**src/rtl/spi_flash_master_if.sv**
```systemverilog
// Command, write-stream and read-stream bus of spi_flash_master.
// cmd: a command transfers on a clk edge where cmd_valid and cmd_ready are both high;
// wr: a byte transfers on a clk edge where wr_valid and wr_ready are both high;
// rd_valid and done are single-clk pulses with no back-pressure.
interface spi_flash_master_if;
  logic        cmd_valid;
  logic        cmd_ready;
  logic [7:0]  cmd_op;
  logic [23:0] cmd_addr;
  logic [8:0]  cmd_len;
  logic [7:0]  wr_data;
  logic        wr_valid;
  logic        wr_ready;
  logic [7:0]  rd_data;
  logic        rd_valid;
  logic        busy;
  logic        done;

  modport slave (
    input  cmd_valid, cmd_op, cmd_addr, cmd_len, wr_data, wr_valid,
    output cmd_ready, wr_ready, rd_data, rd_valid, busy, done
  );

  modport master (
    output cmd_valid, cmd_op, cmd_addr, cmd_len, wr_data, wr_valid,
    input  cmd_ready, wr_ready, rd_data, rd_valid, busy, done
  );
endinterface

```
**src/rtl/spi_flash_master.sv**
```systemverilog
// SPI mode-0 serial flash command engine (opcode / address / dummy / data phases).
// Optional SPI_FLASH_MASTER_POLL_BUSY_EN: poll RDSR after program/erase until WIP clears.
module spi_flash_master #(
  parameter int SCK_HALF = 2,
  parameter int CS_GAP   = 8
) (
  input  logic                  clk,
  input  logic                  rst_n,
  spi_flash_master_if.slave     bus,
  output logic                  flash_c,
  output logic                  flash_d,
  output logic                  flash_s,
  output logic                  flash_w,
  output logic                  flash_hold,
  input  logic                  flash_q,
  output logic [2:0]            dbg_state
);

  typedef enum logic [2:0] {
    IDLE  = 3'd0,
    OPC   = 3'd1,
    ADDR  = 3'd2,
    DUMMY = 3'd3,
    WDATA = 3'd4,
    RDATA = 3'd5,
    GAP   = 3'd6
`ifdef SPI_FLASH_MASTER_POLL_BUSY_EN
    , POLL = 3'd7
`endif
  } state_t;

  localparam logic [15:0] SCK_LAST = 16'(SCK_HALF - 1);
  localparam logic [15:0] GAP_LAST = 16'(CS_GAP - 1);

  state_t      state;
  logic [15:0] sck_cnt;
  logic [15:0] gap_cnt;
  logic [4:0]  bit_cnt;
  logic [23:0] tx_sh;
  logic [7:0]  rx_sh;
  logic [8:0]  bytes_left;
  logic [7:0]  op_q;
  logic [23:0] addr_q;
  logic        shift_en;
  logic [4:0]  seg_last;
`ifdef SPI_FLASH_MASTER_POLL_BUSY_EN
  logic        poll_pend;
`endif

  assign flash_w    = 1'b1;
  assign flash_hold = 1'b1;
  assign dbg_state  = state;

  function automatic logic has_addr(input logic [7:0] op);
    return op inside {8'h02, 8'h03, 8'h0B, 8'hD8};
  endfunction

  // The serial clock runs only in shifting phases; WDATA pauses while waiting for a byte.
  always_comb begin
    shift_en = 1'b0;
    seg_last = 5'd7;
    case (state)
      OPC, DUMMY, RDATA: shift_en = 1'b1;
      ADDR: begin
        shift_en = 1'b1;
        seg_last = 5'd23;
      end
      WDATA: shift_en = !bus.wr_ready;
`ifdef SPI_FLASH_MASTER_POLL_BUSY_EN
      POLL: begin
        shift_en = 1'b1;
        seg_last = 5'd15;
      end
`endif
      default: ;
    endcase
  end

  always_ff @(posedge clk or negedge rst_n) begin
    if (!rst_n) begin
      state         <= IDLE;
      flash_c       <= 1'b0;
      flash_d       <= 1'b0;
      flash_s       <= 1'b1;
      bus.cmd_ready <= 1'b0;
      bus.wr_ready  <= 1'b0;
      bus.rd_valid  <= 1'b0;
      bus.rd_data   <= 8'h00;
      bus.busy      <= 1'b0;
      bus.done      <= 1'b0;
      sck_cnt       <= '0;
      gap_cnt       <= '0;
      bit_cnt       <= '0;
      tx_sh         <= '0;
      rx_sh         <= '0;
      bytes_left    <= '0;
      op_q          <= '0;
      addr_q        <= '0;
`ifdef SPI_FLASH_MASTER_POLL_BUSY_EN
      poll_pend     <= 1'b0;
`endif
    end else begin
      bus.done     <= 1'b0;
      bus.rd_valid <= 1'b0;

      case (state)
        IDLE: begin
          bus.cmd_ready <= 1'b1;
          if (bus.cmd_valid && bus.cmd_ready) begin
            bus.cmd_ready <= 1'b0;
            bus.busy      <= 1'b1;
            flash_s       <= 1'b0;
            flash_d       <= bus.cmd_op[7];
            tx_sh         <= {bus.cmd_op, 16'h0000};
            op_q          <= bus.cmd_op;
            addr_q        <= bus.cmd_addr;
            // A page program never wraps: anything past one page is dropped.
            bytes_left    <= (bus.cmd_op == 8'h02 && bus.cmd_len > 9'd256) ? 9'd256 : bus.cmd_len;
            sck_cnt       <= '0;
            bit_cnt       <= '0;
            state         <= OPC;
`ifdef SPI_FLASH_MASTER_POLL_BUSY_EN
            poll_pend     <= bus.cmd_op inside {8'h01, 8'h02, 8'hD8, 8'hC7};
`endif
          end
        end
        WDATA: begin
          if (bus.wr_ready && bus.wr_valid) begin
            tx_sh        <= {bus.wr_data, 16'h0000};
            flash_d      <= bus.wr_data[7];
            bus.wr_ready <= 1'b0;
            sck_cnt      <= '0;
          end
        end
        GAP: begin
          if (gap_cnt != GAP_LAST) begin
            gap_cnt <= gap_cnt + 16'd1;
          end else begin
`ifdef SPI_FLASH_MASTER_POLL_BUSY_EN
            if (poll_pend) begin
              flash_s <= 1'b0;
              flash_d <= 1'b0;
              tx_sh   <= {8'h05, 16'h0000};
              sck_cnt <= '0;
              bit_cnt <= '0;
              state   <= POLL;
            end else
`endif
            begin
              bus.done      <= 1'b1;
              bus.busy      <= 1'b0;
              bus.cmd_ready <= 1'b1;
              state         <= IDLE;
            end
          end
        end
        default: ;
      endcase

      if (shift_en) begin
        if (sck_cnt != SCK_LAST) begin
          sck_cnt <= sck_cnt + 16'd1;
        end else begin
          sck_cnt <= '0;
          if (!flash_c) begin
            // Rising edge: the flash has held flash_q stable since the previous fall.
            flash_c <= 1'b1;
            rx_sh   <= {rx_sh[6:0], flash_q};
            if (state == RDATA && bit_cnt[2:0] == 3'd7) begin
              bus.rd_data  <= {rx_sh[6:0], flash_q};
              bus.rd_valid <= 1'b1;
            end
`ifdef SPI_FLASH_MASTER_POLL_BUSY_EN
            if (state == POLL && bit_cnt == 5'd15) poll_pend <= flash_q;
`endif
          end else begin
            flash_c <= 1'b0;
            flash_d <= tx_sh[22];
            tx_sh   <= {tx_sh[22:0], 1'b0};
            bit_cnt <= bit_cnt + 5'd1;
            if (bit_cnt == seg_last) begin
              bit_cnt <= '0;
              case (state)
                OPC: begin
                  if (has_addr(op_q)) begin
                    tx_sh   <= addr_q;
                    flash_d <= addr_q[23];
                    state   <= ADDR;
                  end else if (op_q == 8'h01 && bytes_left != 9'd0) begin
                    bus.wr_ready <= 1'b1;
                    state        <= WDATA;
                  end else if (op_q == 8'h05 && bytes_left != 9'd0) begin
                    state <= RDATA;
                  end else begin
                    flash_s <= 1'b1;
                    gap_cnt <= '0;
                    state   <= GAP;
                  end
                end
                ADDR: begin
                  if (op_q == 8'hD8 || bytes_left == 9'd0) begin
                    flash_s <= 1'b1;
                    gap_cnt <= '0;
                    state   <= GAP;
                  end else if (op_q == 8'h0B) begin
                    state <= DUMMY;
                  end else if (op_q == 8'h02) begin
                    bus.wr_ready <= 1'b1;
                    state        <= WDATA;
                  end else begin
                    state <= RDATA;
                  end
                end
                DUMMY: state <= RDATA;
                WDATA, RDATA: begin
                  bytes_left <= bytes_left - 9'd1;
                  if (bytes_left == 9'd1) begin
                    flash_s <= 1'b1;
                    gap_cnt <= '0;
                    state   <= GAP;
                  end else if (state == WDATA) begin
                    bus.wr_ready <= 1'b1;
                  end
                end
`ifdef SPI_FLASH_MASTER_POLL_BUSY_EN
                POLL: begin
                  flash_s <= 1'b1;
                  gap_cnt <= '0;
                  state   <= GAP;
                end
`endif
                default: ;
              endcase
            end
          end
        end
      end
    end
  end

endmodule

```
**src/flat_wrapper.sv**
```systemverilog
// flat-port wrapper written by rule: the top's interface ports become plain ports
module spi_flash_master_flat 
#(
  parameter int SCK_HALF = 2,
  parameter int CS_GAP   = 8
)
  (clk, rst_n, flash_c, flash_d, flash_s, flash_w, flash_hold, flash_q, dbg_state, bus_cmd_valid, bus_cmd_op, bus_cmd_addr, bus_cmd_len, bus_wr_data, bus_wr_valid, bus_cmd_ready, bus_wr_ready, bus_rd_data, bus_rd_valid, bus_busy, bus_done);
  spi_flash_master_if bus_i ();
  input  logic clk;
  input  logic rst_n;
  output logic flash_c;
  output logic flash_d;
  output logic flash_s;
  output logic flash_w;
  output logic flash_hold;
  input  logic flash_q;
  output logic [2:0] dbg_state;
  input wire logic [$bits(bus_i.cmd_valid)-1:0] bus_cmd_valid;
  input wire logic [$bits(bus_i.cmd_op)-1:0] bus_cmd_op;
  input wire logic [$bits(bus_i.cmd_addr)-1:0] bus_cmd_addr;
  input wire logic [$bits(bus_i.cmd_len)-1:0] bus_cmd_len;
  input wire logic [$bits(bus_i.wr_data)-1:0] bus_wr_data;
  input wire logic [$bits(bus_i.wr_valid)-1:0] bus_wr_valid;
  output wire logic [$bits(bus_i.cmd_ready)-1:0] bus_cmd_ready;
  output wire logic [$bits(bus_i.wr_ready)-1:0] bus_wr_ready;
  output wire logic [$bits(bus_i.rd_data)-1:0] bus_rd_data;
  output wire logic [$bits(bus_i.rd_valid)-1:0] bus_rd_valid;
  output wire logic [$bits(bus_i.busy)-1:0] bus_busy;
  output wire logic [$bits(bus_i.done)-1:0] bus_done;
  assign bus_i.cmd_valid = bus_cmd_valid;
  assign bus_i.cmd_op = bus_cmd_op;
  assign bus_i.cmd_addr = bus_cmd_addr;
  assign bus_i.cmd_len = bus_cmd_len;
  assign bus_i.wr_data = bus_wr_data;
  assign bus_i.wr_valid = bus_wr_valid;
  assign bus_cmd_ready = bus_i.cmd_ready;
  assign bus_wr_ready = bus_i.wr_ready;
  assign bus_rd_data = bus_i.rd_data;
  assign bus_rd_valid = bus_i.rd_valid;
  assign bus_busy = bus_i.busy;
  assign bus_done = bus_i.done;
  spi_flash_master #(.SCK_HALF(SCK_HALF), .CS_GAP(CS_GAP)) u_core (.clk(clk), .rst_n(rst_n), .bus(bus_i), .flash_c(flash_c), .flash_d(flash_d), .flash_s(flash_s), .flash_w(flash_w), .flash_hold(flash_hold), .flash_q(flash_q), .dbg_state(dbg_state));
endmodule
```
**config.mk**
```make
export PLATFORM = sky130hd
export DESIGN_NAME = spi_flash_master_flat
export DESIGN_NICKNAME = d
export VERILOG_FILES = /design/src/rtl/spi_flash_master_if.sv /design/src/rtl/spi_flash_master.sv /design/src/flat_wrapper.sv
export SDC_FILE = /design/constraint.sdc
export NUM_CORES = 1
export LEC_CHECK = 0
export CORE_MARGIN = 2
export CORE_UTILIZATION = 58
export CTS_BUF_LIST = sky130_fd_sc_hd__clkbuf_4 sky130_fd_sc_hd__clkbuf_8
export CTS_CLUSTER_DIAMETER = 40
export CTS_CLUSTER_SIZE = 24
export DETAILED_ROUTE_END_ITERATION = 12
export GPL_TIMING_DRIVEN = 1
export PLACE_DENSITY = 0.86
export SYNTH_ARGS = -nofsm -noshare
export SYNTH_HDL_FRONTEND = slang
export SYNTH_SLANG_ARGS = --single-unit
```
**constraint.sdc**
```tcl
create_clock -name clk -period 3 [get_ports clk]
set_input_delay 0.45 -clock clk [delete_from_list [all_inputs] [get_ports clk]]
set_output_delay 0.45 -clock clk [all_outputs]
set_load 0.01 [all_outputs]
```
==> run metrics, run 1 <==
setup TNS=0 ns; R2R setup slack=0.34 ns; IR drop worst, VDD=0.359 mV; initial core utilization=59.9%; TritonCTS clock tree=done; Register-to-Register Path Depth=5; largest net degree at the start of global routing=60; post_cts resized=0; max-cap violations=0; area of the die=12100 sq um; core area=10900 sq um; die width=110 microns; Clock Sinks=127; # rows=38; Hold Path Class=input pin to async pin; WL final=15600 microns; input/output buffers=72; First-pass DRT Iterations=5; FF-to-FF Start=u_core.dbg_state[2]; Final Max Slew Viols=0; vias in the first global route=5389; Clock Path Buffers=2; layout cells sized above 1=12.4%; Worst Setup Start Kind=flop; Mapped Cells=676; minimum clock period=2.66 ns; post-route insts no fill=908; Finished Cell Area=7840 sq um; Via Count=5503; 1st-iter DRT viols=308; GR Util All Layers=27.8%; sw frac=21.4%; Worst EP arrival=3.01 ns; Psw=0.717 mW; Yosys warnings=0; global-route wire length before repair=25700 microns; diodes inserted=0; Logic pwr share=3.6%; Post-Syn Area=6520 sq um; post-detail-place hpwl=11100 microns; Final Util=72.0%; static leakage=3.68 nW; final setup vio count=0; Main synth FF type=dfrtp_1; Mapped Avg Cell Area=9.64 sq um; GR Overflow Total=0; Tightest Pin Transition=0.803 ns; ANT nets after route=0; I/O pins=75; Clock Pin Slew Worst Setup and Hold Paths=0.07 ns; Inserted Clock Buffers=17; required time worst endpoint=3.34 ns; sequential group share of total power=51.3%; Crit. End Element=flop; Post-CTS Setup Inserts=0; Final Worst Setup Slack=0.335 ns; Post-synth EDFFs=0; Clock power frac=45.2%; pre-CTS WS=0.504 ns; Clk Latency, worst-skew pair=0.44 ns; WHS=0.0977 ns; final number of hold-violating endpoints=0; # hold bufs at CTS=0; area delta synth->final=20.2%; Via density=6.06; gpl congestion=0.890; dpl cells=876; most frequent cells in the layout=nand2_1 (146), dfrtp_1 (126), clkdlybuf4s50_1 (71); WL/cell=17.1 microns; worst relative slew slack=46.4%; Power Dens Cells=426 nW/um^2; Crit Path Max Fanout=16; RSZ-0062 raised after global routing=no; Die Ht=110 microns; P_int=2.62 mW; clk root buf=clkbuf_8; Period Utilization, post-route=88.8%; Synth Register Bits=127; initial antenna violation count=0; Synth async-reset ratio=100%; fmax=375 MHz; # DRC=0; Setup CP Type=flop to flop; status=finished, final reports clean; commonest non-fill, non-tap cell in the layout=nand2_1; CTS H-tree depth=4; Nets=817; RR Endpoint=u_core.bytes_left[2]; placed instance area=7430 sq um; total power=3.34 mW; skew final=0.00771 ns; Netlist cell types=70; sequential element share of the synthesized area=48.8%
-- cell usage after synthesis (4+ instances only) --
| master | number | area, sq um |
|---|---|---|
| nor2_1 | 27 | 101 |
| and2_1 | 7 | 43.8 |
| nor2_2 | 10 | 62.6 |
| nor3b_1 | 4 | 30.0 |
| and4_1 | 10 | 87.6 |
| or3_1 | 5 | 31.3 |
| clkbuf_1 | 20 | 75.1 |
| a22o_1 | 4 | 35.0 |
| nor4_1 | 16 | 100 |
| o31ai_1 | 6 | 45.0 |
| xnor2_1 | 7 | 61.3 |
| mux2i_1 | 26 | 260 |
| mux2_2 | 16 | 180 |
| a211oi_1 | 7 | 52.6 |
| nor3_1 | 14 | 70.1 |
| inv_1 | 13 | 48.8 |
| nor4b_1 | 5 | 43.8 |
| nand2b_1 | 5 | 31.3 |
| or2_2 | 4 | 25.0 |
| nand2_1 | 146 | 548 |
| nand3_1 | 35 | 175 |
| xor2_1 | 13 | 114 |
| dfrtp_1 | 126 | 3150 |
| a21oi_1 | 18 | 90.1 |
| o21ai_0 | 30 | 150 |
| a22oi_1 | 4 | 30.0 |
| and3_1 | 5 | 31.3 |
| o22ai_1 | 5 | 31.3 |
| nor2b_1 | 5 | 31.3 |
| nand4_1 | 12 | 75.1 |
| buf_2 | 4 | 20.0 |
| buf_4 | 4 | 30.0 |
| ha_1 | 8 | 100 |
| a21o_1 | 5 | 37.5 |
-- state kept, by name, summed over array words and instances (netlist names) --
name,count
u_core.bus.done,1
u_core.flash_c,1
u_core.gap_cnt,16
u_core.tx_sh,23
u_core.bit_cnt,5
u_core.flash_d,1
u_core.bus.busy,1
u_core.rx_sh,7
u_core.sck_cnt,16
u_core.addr_q,24
u_core.flash_s,1
u_core.bytes_left,9
u_core.bus.wr_ready,1
u_core.dbg_state,3
u_core.bus.rd_valid,1
u_core.bus.cmd_ready,1
u_core.bus.rd_data,8
u_core.op_q,8
-- cell type report --
class / instances / area (sq um)
flip-flops and latches: 127 / 3180
multi-input cells: 505 / 3140
fillers: 757 / 3050
repair buffers: 91 / 886
clock buffers: 24 / 305
well taps: 140 / 175
clock inverters: 8 / 105
inverters: 13 / 48.8
-- worst max-delay path: stages, from the launching register on --
cell	delay, ns
dfrtp_1	0.69
nor3b_1	0.19
xnor2_1	0.56
nand4_1	0.49
nor2_1	0.38
mux2i_1	0.26
-- power groups by stage --
stage,Combinational (mW),Clock [mW],Sequential [mW]
floorplan,0.00620,0,1.75
global placement,0.121,0,1.75
detailed placement,0.122,0,1.75
CTS,0.123,1.53,1.71
global route,0.132,1.61,1.71
finish,0.120,1.51,1.71
-- kinds of logic (layout without fill, tap and decap cells) --
logic type                 count (synthesis)  in the layout  share of synthesized area [%]
muxes                                     42             42                           6.76
adders and majority gates                  8              8                           1.54
AOI/OAI and AO/OA                        102            102                           10.2
DFF                                      127            127                           48.8
buffers and inverters                     45            136                           3.13
other                                      1              2                         0.0575
xor gates and xnor gates                  20             20                           2.69
and+or+nand+nor                          331            331                           26.8
-- how the worst max path moves through the flow --
stage	startpoint	endpoint	slack (ns)	depth (start not counted)
2_1_floorplan	u_core.sck_cnt[1]	u_core.gap_cnt[5]	0.76	9
3_3_place_gp	u_core.dbg_state[2]	u_core.bytes_left[3]	0.56	6
3_5_place_dp	u_core.dbg_state[2]	u_core.bytes_left[2]	0.50	5
4_1_cts	u_core.dbg_state[2]	u_core.bytes_left[2]	0.37	5
5_1_grt	u_core.dbg_state[2]	u_core.bytes_left[1]	0.18	5
6_report	u_core.dbg_state[2]	u_core.bytes_left[2]	0.34	5
-- routing by layer --
layer / track usage [%] / vias up / part of all wire [%]
li1: - / 2575 / -
met1: 35.3 / 2689 / 41
met2: 46.7 / 210 / 51
met3: 5.35 / 29 / 5.9
met4: 11.6 / 0 / 2.4
met5: 0 / - / 0
Power figures use the tool's default switching activity.
==> run 2: changes to the inputs <==
--- a/config.mk
+++ b/config.mk
@@ -6,13 +6,13 @@
 export NUM_CORES = 1
 export LEC_CHECK = 0
 export CORE_MARGIN = 2
-export CORE_UTILIZATION = 58
+export CORE_UTILIZATION = 40
 export CTS_BUF_LIST = sky130_fd_sc_hd__clkbuf_4 sky130_fd_sc_hd__clkbuf_8
 export CTS_CLUSTER_DIAMETER = 40
 export CTS_CLUSTER_SIZE = 24
 export DETAILED_ROUTE_END_ITERATION = 12
 export GPL_TIMING_DRIVEN = 1
-export PLACE_DENSITY = 0.86
+export PLACE_DENSITY = 0.64
 export SYNTH_ARGS = -nofsm -noshare
 export SYNTH_HDL_FRONTEND = slang
 export SYNTH_SLANG_ARGS = --single-unit
==> run metrics, run 2 (same netlist as run 1, synthesis figures left out) <==
Clock Path Buffers=2 (unchanged); commonest non-fill, non-tap cell in the layout=nand2_1; Setup CP Type=flop to flop; Nets=814 (-0.37%); Inserted Clock Buffers=17 (unchanged); Clock Sinks=127 (unchanged); IR drop worst, VDD=0.267 mV (-25%); 1st-iter DRT viols=430 (+40%); clk root buf=clkbuf_8; Power Dens Cells=428 nW/um^2 (+0.41%); post-detail-place hpwl=11300 microns (+2.2%); TritonCTS clock tree=done; RSZ-0062 raised after global routing=no; die width=132 microns (+20%); First-pass DRT Iterations=6 (+1); # DRC=0 (unchanged); sum of buffers and inverters on the critical path=1 (+1); pre-CTS WS=0.482 ns (-0.0224 ns); Via density=5.45 (-10%); Clock Pin Slew Worst Setup and Hold Paths=0.09 ns (+0.02 ns); Post-CTS Setup Inserts=0 (unchanged); CTS H-tree depth=4 (unchanged); fmax=389 MHz (+3.6%); diodes inserted=0 (unchanged); placed instance area=7480 sq um (+0.71%); skew final=0.0152 ns (+0.00749 ns); Setup crit start=u_core.dbg_state[2]; WL/cell=16.2 microns (-5.5%); Crit Path Max Fanout=11 (-5); vias in the first global route=5355 (-0.63%); RR Endpoint=u_core.bytes_left[2]; area delta synth->final=21.4%; GR Util All Layers=19.0% (-8.7 points); global-route wire length before repair=26600 microns (+3.5%); most frequent cells in the layout=nand2_1 (146), dfrtp_1 (126), clkdlybuf4s50_1 (71); Largest Register=u_core.addr_q; critical path, cell by cell=buf_4 > nor3b_1 > xnor2_1 > nand4_1 > nor2_1 > mux2i_1; layout cells sized above 1=11.9% (-0.47 points); Register-to-Register Path Depth=6 (+1); dpl cells=948 (+8.2%); static leakage=3.67 nW (-0.24%); max incr delay on CP=0.49 ns (-0.20 ns); Worst EP arrival=2.95 ns (-0.06 ns); initial core utilization=41.0% (-19 points); final number of hold-violating endpoints=0 (unchanged); CP Depth=6 (+1); Final Max Slew Viols=0 (unchanged); largest net degree at the start of global routing=60 (unchanged); I/O pins=75 (unchanged); R2R setup slack=0.43 ns (+0.09 ns); core area=15900 sq um (+46%); Top Registers=u_core.addr_q (24), u_core.tx_sh (23); input/output buffers=72 (unchanged); worst relative slew slack=50.2% (+3.8 points); Final Util=49.8% (-22 points); Period Utilization, post-route=85.8% (-3.1 points); initial antenna violation count=0 (unchanged); Tightest Pin Transition=0.736 ns (-0.0669 ns); setup TNS=0 ns (unchanged); # rows=46 (+21%); FF-to-FF Start=u_core.dbg_state[2]; required time worst endpoint=3.37 ns (+0.03 ns); Layout fillers=1493 (+97%); area of the die=17300 sq um (+43%); post-route insts no fill=981 (+8.0%); gpl congestion=0.912 (+2.5%); Crit. End Element=flop; Worst Setup Start Kind=flop; Clk Latency, worst-skew pair=0.46 ns (+0.02 ns); slowest CP cell=nand4_1; Via Count=5348 (-2.8%); WL final=15900 microns (+2.1%); status=finished, final reports clean; max reg flops=24 (unchanged); minimum clock period=2.57 ns (-0.0920 ns); ANT nets after route=0 (unchanged); Final Worst Setup Slack=0.427 ns (+0.0920 ns); CP delay by family, top=simple AND/OR/NAND/NOR gates; Hold Path Class=flop to flop; Finished Cell Area=7920 sq um (+0.97%); Critical path destination=u_core.bytes_left[2]; max-cap violations=0 (unchanged); GR Overflow Total=0 (unchanged); final setup vio count=0 (unchanged); Die Ht=132 microns (+20%)
-- run 2: cell count changes in the layout (fill, tap and decap cells not counted), sizes merged --
cell,previous run,this run
inv,14,23
bufinv,2,1
clkbuf,24,17
dlygate4sd3,0,1
buf,20,16
clkinvlp,3,0
clkinv,2,4
-- run 2: layout make-up --
type	count	area, sq um	share of cell area (%)
multi-input cells	505	3140	39.7
well taps	216	270	3.41
clock inverters	15	190	2.40
inverters	13	48.8	0.617
flip-flops and latches	127	3180	40.2
repair buffers	88	853	10.8
clock buffers	17	234	2.96
-- run 2: repair_timing --
item                      CTS  global route
hold buffers                1             0
hold endpoints to repair   29             0
resized for setup           0             0
-- run 2: worst register-to-register path, cell delays in order, from the launching register on --
cell and delay [ns]:
dfrtp_1 0.45, buf_4 0.22, nor3b_1 0.43, xnor2_1 0.34
nand4_1 0.49, nor2_1 0.33, mux2i_1 0.24
-- run 2: how the worst min path moves through the flow --
stage / cells past startpoint / startpoint / end
3_5_place_dp: 1 / rst_n / u_core.sck_cnt[6]
3_3_place_gp: 1 / rst_n / u_core.sck_cnt[6]
4_1_cts: 3 / bus_cmd_addr[10] / u_core.addr_q[10]
5_1_grt: 3 / bus_cmd_addr[10] / u_core.addr_q[10]
6_report: 2 / u_core.addr_q[6] / u_core.addr_q[6]
2_1_floorplan: 0 / rst_n / u_core.addr_q[0]
-- run 2: report_power, final --
group | total [mW] | internal (mW) | switching, mW
combinational | 0.120 | 0.0677 | 0.0523
sequential | 1.71 | 1.71 | 0.000295
clock | 1.56 | 0.718 | 0.839
-- run 2: metal layers --
metal / vias to the layer above / share of wire, % / track usage [%]
met2: 142 / 49 / 31.5
met1: 2624 / 44 / 24.5
li1: 2560 / - / -
met5: - / 0 / 0
met4: 0 / 2.2 / 6.88
met3: 22 / 4.7 / 4.36
-- run 2: through the flow --
| stage | hold WS, ns | power [mW] |
|---|---|---|
| after global routing | 0.474 | 3.51 |
| final | 0.485 | 3.39 |
| after floorplan | 0.154 | 1.75 |
| after detailed placement | 0.432 | 1.87 |
| after CTS | 0.479 | 3.43 |
| after global placement | 0.421 | 1.87 |
==> run 3: changes to the inputs <==
--- a/config.mk
+++ b/config.mk
@@ -12,7 +12,8 @@
 export CTS_CLUSTER_SIZE = 24
 export DETAILED_ROUTE_END_ITERATION = 12
 export GPL_TIMING_DRIVEN = 1
-export PLACE_DENSITY = 0.64
+export PLACE_DENSITY = 0.69
+export REMOVE_ABC_BUFFERS = 1
 export SYNTH_ARGS = -nofsm -noshare
 export SYNTH_HDL_FRONTEND = slang
 export SYNTH_SLANG_ARGS = --single-unit
==> run metrics, run 3 (same netlist as run 1, synthesis figures left out) <==
status=finished, final reports clean; post-detail-place hpwl=11000 microns (-2.6%); CTS H-tree depth=4 (unchanged); fmax=379 MHz (-2.4%); GR Util All Layers=18.6% (-0.42 points); largest net degree at the start of global routing=65 (+8.3%); Clk Latency, worst-skew pair=0.45 ns (about the same); Layout fillers=1460 (-2.2%); P_int=2.46 mW (-1.6%); Psw=0.792 mW (-11%); gpl congestion=0.871 (-4.5%); final number of hold-violating endpoints=0 (unchanged); Period Utilization, post-route=87.8% (+2.1 points); clk root buf=clkbuf_8; required time worst endpoint=3.37 ns (about the same); Nets=815 (+0.12%); minimum clock period=2.64 ns (+0.0625 ns); Clock Path Buffers=2 (unchanged); # rows=46 (unchanged); Post-CTS Setup Inserts=0 (unchanged); 1st-iter DRT viols=391 (-9.1%); Worst EP arrival=3.00 ns (+0.05 ns); Power Dens Cells=413 nW/um^2 (-3.6%); placed instance area=7490 sq um (+0.10%); sw frac=24.4% (-1.9 points); max reg flops=24 (unchanged); core area=15900 sq um (unchanged); layout cells sized above 1=12.0% (+0.12 points); Largest Register=u_core.addr_q; Via density=5.40 (-1.0%); WL final=15500 microns (-2.4%); Die Ht=132 microns (unchanged); sequential group share of total power=52.7% (+2.2 points); RSZ-0062 raised after global routing=no; Clock Pin Slew Worst Setup and Hold Paths=0.08 ns (about the same); total power=3.25 mW (-4.1%); Crit. End Element=flop; Crit Path Max Fanout=19 (+8); die width=132 microns (unchanged); skew final=0.0157 ns (+0.000489 ns); worst relative slew slack=50.5% (+0.33 points); Finished Cell Area=7870 sq um (-0.54%); Logic pwr share=3.7% (+0.2 points); ANT nets after route=0 (unchanged); I/O pins=75 (unchanged); Setup CP Type=flop to flop; global-route wire length before repair=26300 microns (-1.3%); most frequent cells in the layout=nand2_1 (146), dfrtp_1 (126), clkdlybuf4s50_1 (71); GR Overflow Total=0 (unchanged); vias in the first global route=5395 (+0.75%); IR drop worst, VDD=0.275 mV (+3.0%); static leakage=3.64 nW (-0.69%); initial core utilization=41.0% (unchanged); max-cap violations=0 (unchanged); First-pass DRT Iterations=5 (-1); Clock power frac=43.6% (-2.4 points); area delta synth->final=20.8%; input/output buffers=72 (unchanged); Inserted Clock Buffers=17 (unchanged); initial antenna violation count=0 (unchanged); Worst Setup Start Kind=flop; post_cts resized=0 (unchanged); Via Count=5300 (-0.90%); # hold bufs at CTS=1 (unchanged); WL/cell=15.8 microns (-2.5%); Hold Path Class=input pin to async pin; Tightest Pin Transition=0.736 ns (-0.000238 ns); Final Util=49.6% (-0.27 points); final setup vio count=0 (unchanged); setup TNS=0 ns (unchanged); TritonCTS clock tree=done; diodes inserted=0 (unchanged); area of the die=17300 sq um (unchanged); Top Registers=u_core.addr_q (24), u_core.tx_sh (23); commonest non-fill, non-tap cell in the layout=nand2_1; Final Max Slew Viols=0 (unchanged); # DRC=0 (unchanged); Clock Sinks=127 (unchanged)
[run 3: power groups by stage]
stage | Combinational (mW) | Clock, mW | Sequential, mW
2_1_floorplan | 0.00427 | 0 | 1.75
6_report | 0.119 | 1.42 | 1.71
5_1_grt | 0.132 | 1.54 | 1.71
3_3_place_gp | 0.119 | 0 | 1.75
4_1_cts | 0.123 | 1.45 | 1.71
3_5_place_dp | 0.121 | 0 | 1.75
[run 3: worst max-delay path, cell delays in order (launching register included)]
cell and delay (ns):
dfrtp_1 0.74, nor3b_1 0.45, xnor2_1 0.35, nand4_1 0.46, nor2_1 0.33, mux2i_1 0.23
[run 3: final cells by class]
class / instances / area (sq um) / share of cell area, %
clock inverters: 14 / 133 / 1.68
inverters: 13 / 48.8 / 0.620
clock buffers: 18 / 241 / 3.07
flip-flops and latches: 127 / 3180 / 40.4
repair buffers: 89 / 861 / 10.9
well taps: 216 / 270 / 3.43
multi-input cells: 505 / 3140 / 39.9
[run 3: final timing paths]
| kind | slack, ns | depth (start not counted) | from | endpoint |
|---|---|---|---|---|
| hold / removal | 0.45 | 2 | rst_n | u_core.sck_cnt[3] |
| hold reg to reg | 0.48 | 2 | u_core.addr_q[12] | u_core.addr_q[12] |
| setup reg to reg | 0.36 | 5 | u_core.dbg_state[1] | u_core.bytes_left[1] |
| setup / recovery | 0.36 | 5 | u_core.dbg_state[1] | u_core.bytes_left[1] |
| max in group asynchronous | 1.71 | 3 | rst_n | u_core.addr_q[11] |
| min in group clk | 0.48 | 2 | u_core.addr_q[12] | u_core.addr_q[12] |
[run 3: layer usage]
layer,up-vias,wire length [microns],GRT usage (%)
li1,2569,-,-
met1,2579,6830,23.7
met2,132,7680,31.0
met3,20,757,4.86
met4,0,232,5.92
met5,-,0,0
[run 3: through the flow]
step	hold slack [ns]	setup slack, ns	std cells
2_1_floorplan	0.154	0.191	645
3_3_place_gp	0.371	0.387	949
3_5_place_dp	0.380	0.383	949
4_1_cts	0.446	0.338	982
5_1_grt	0.458	0.0958	982
6_report	0.447	0.365	982
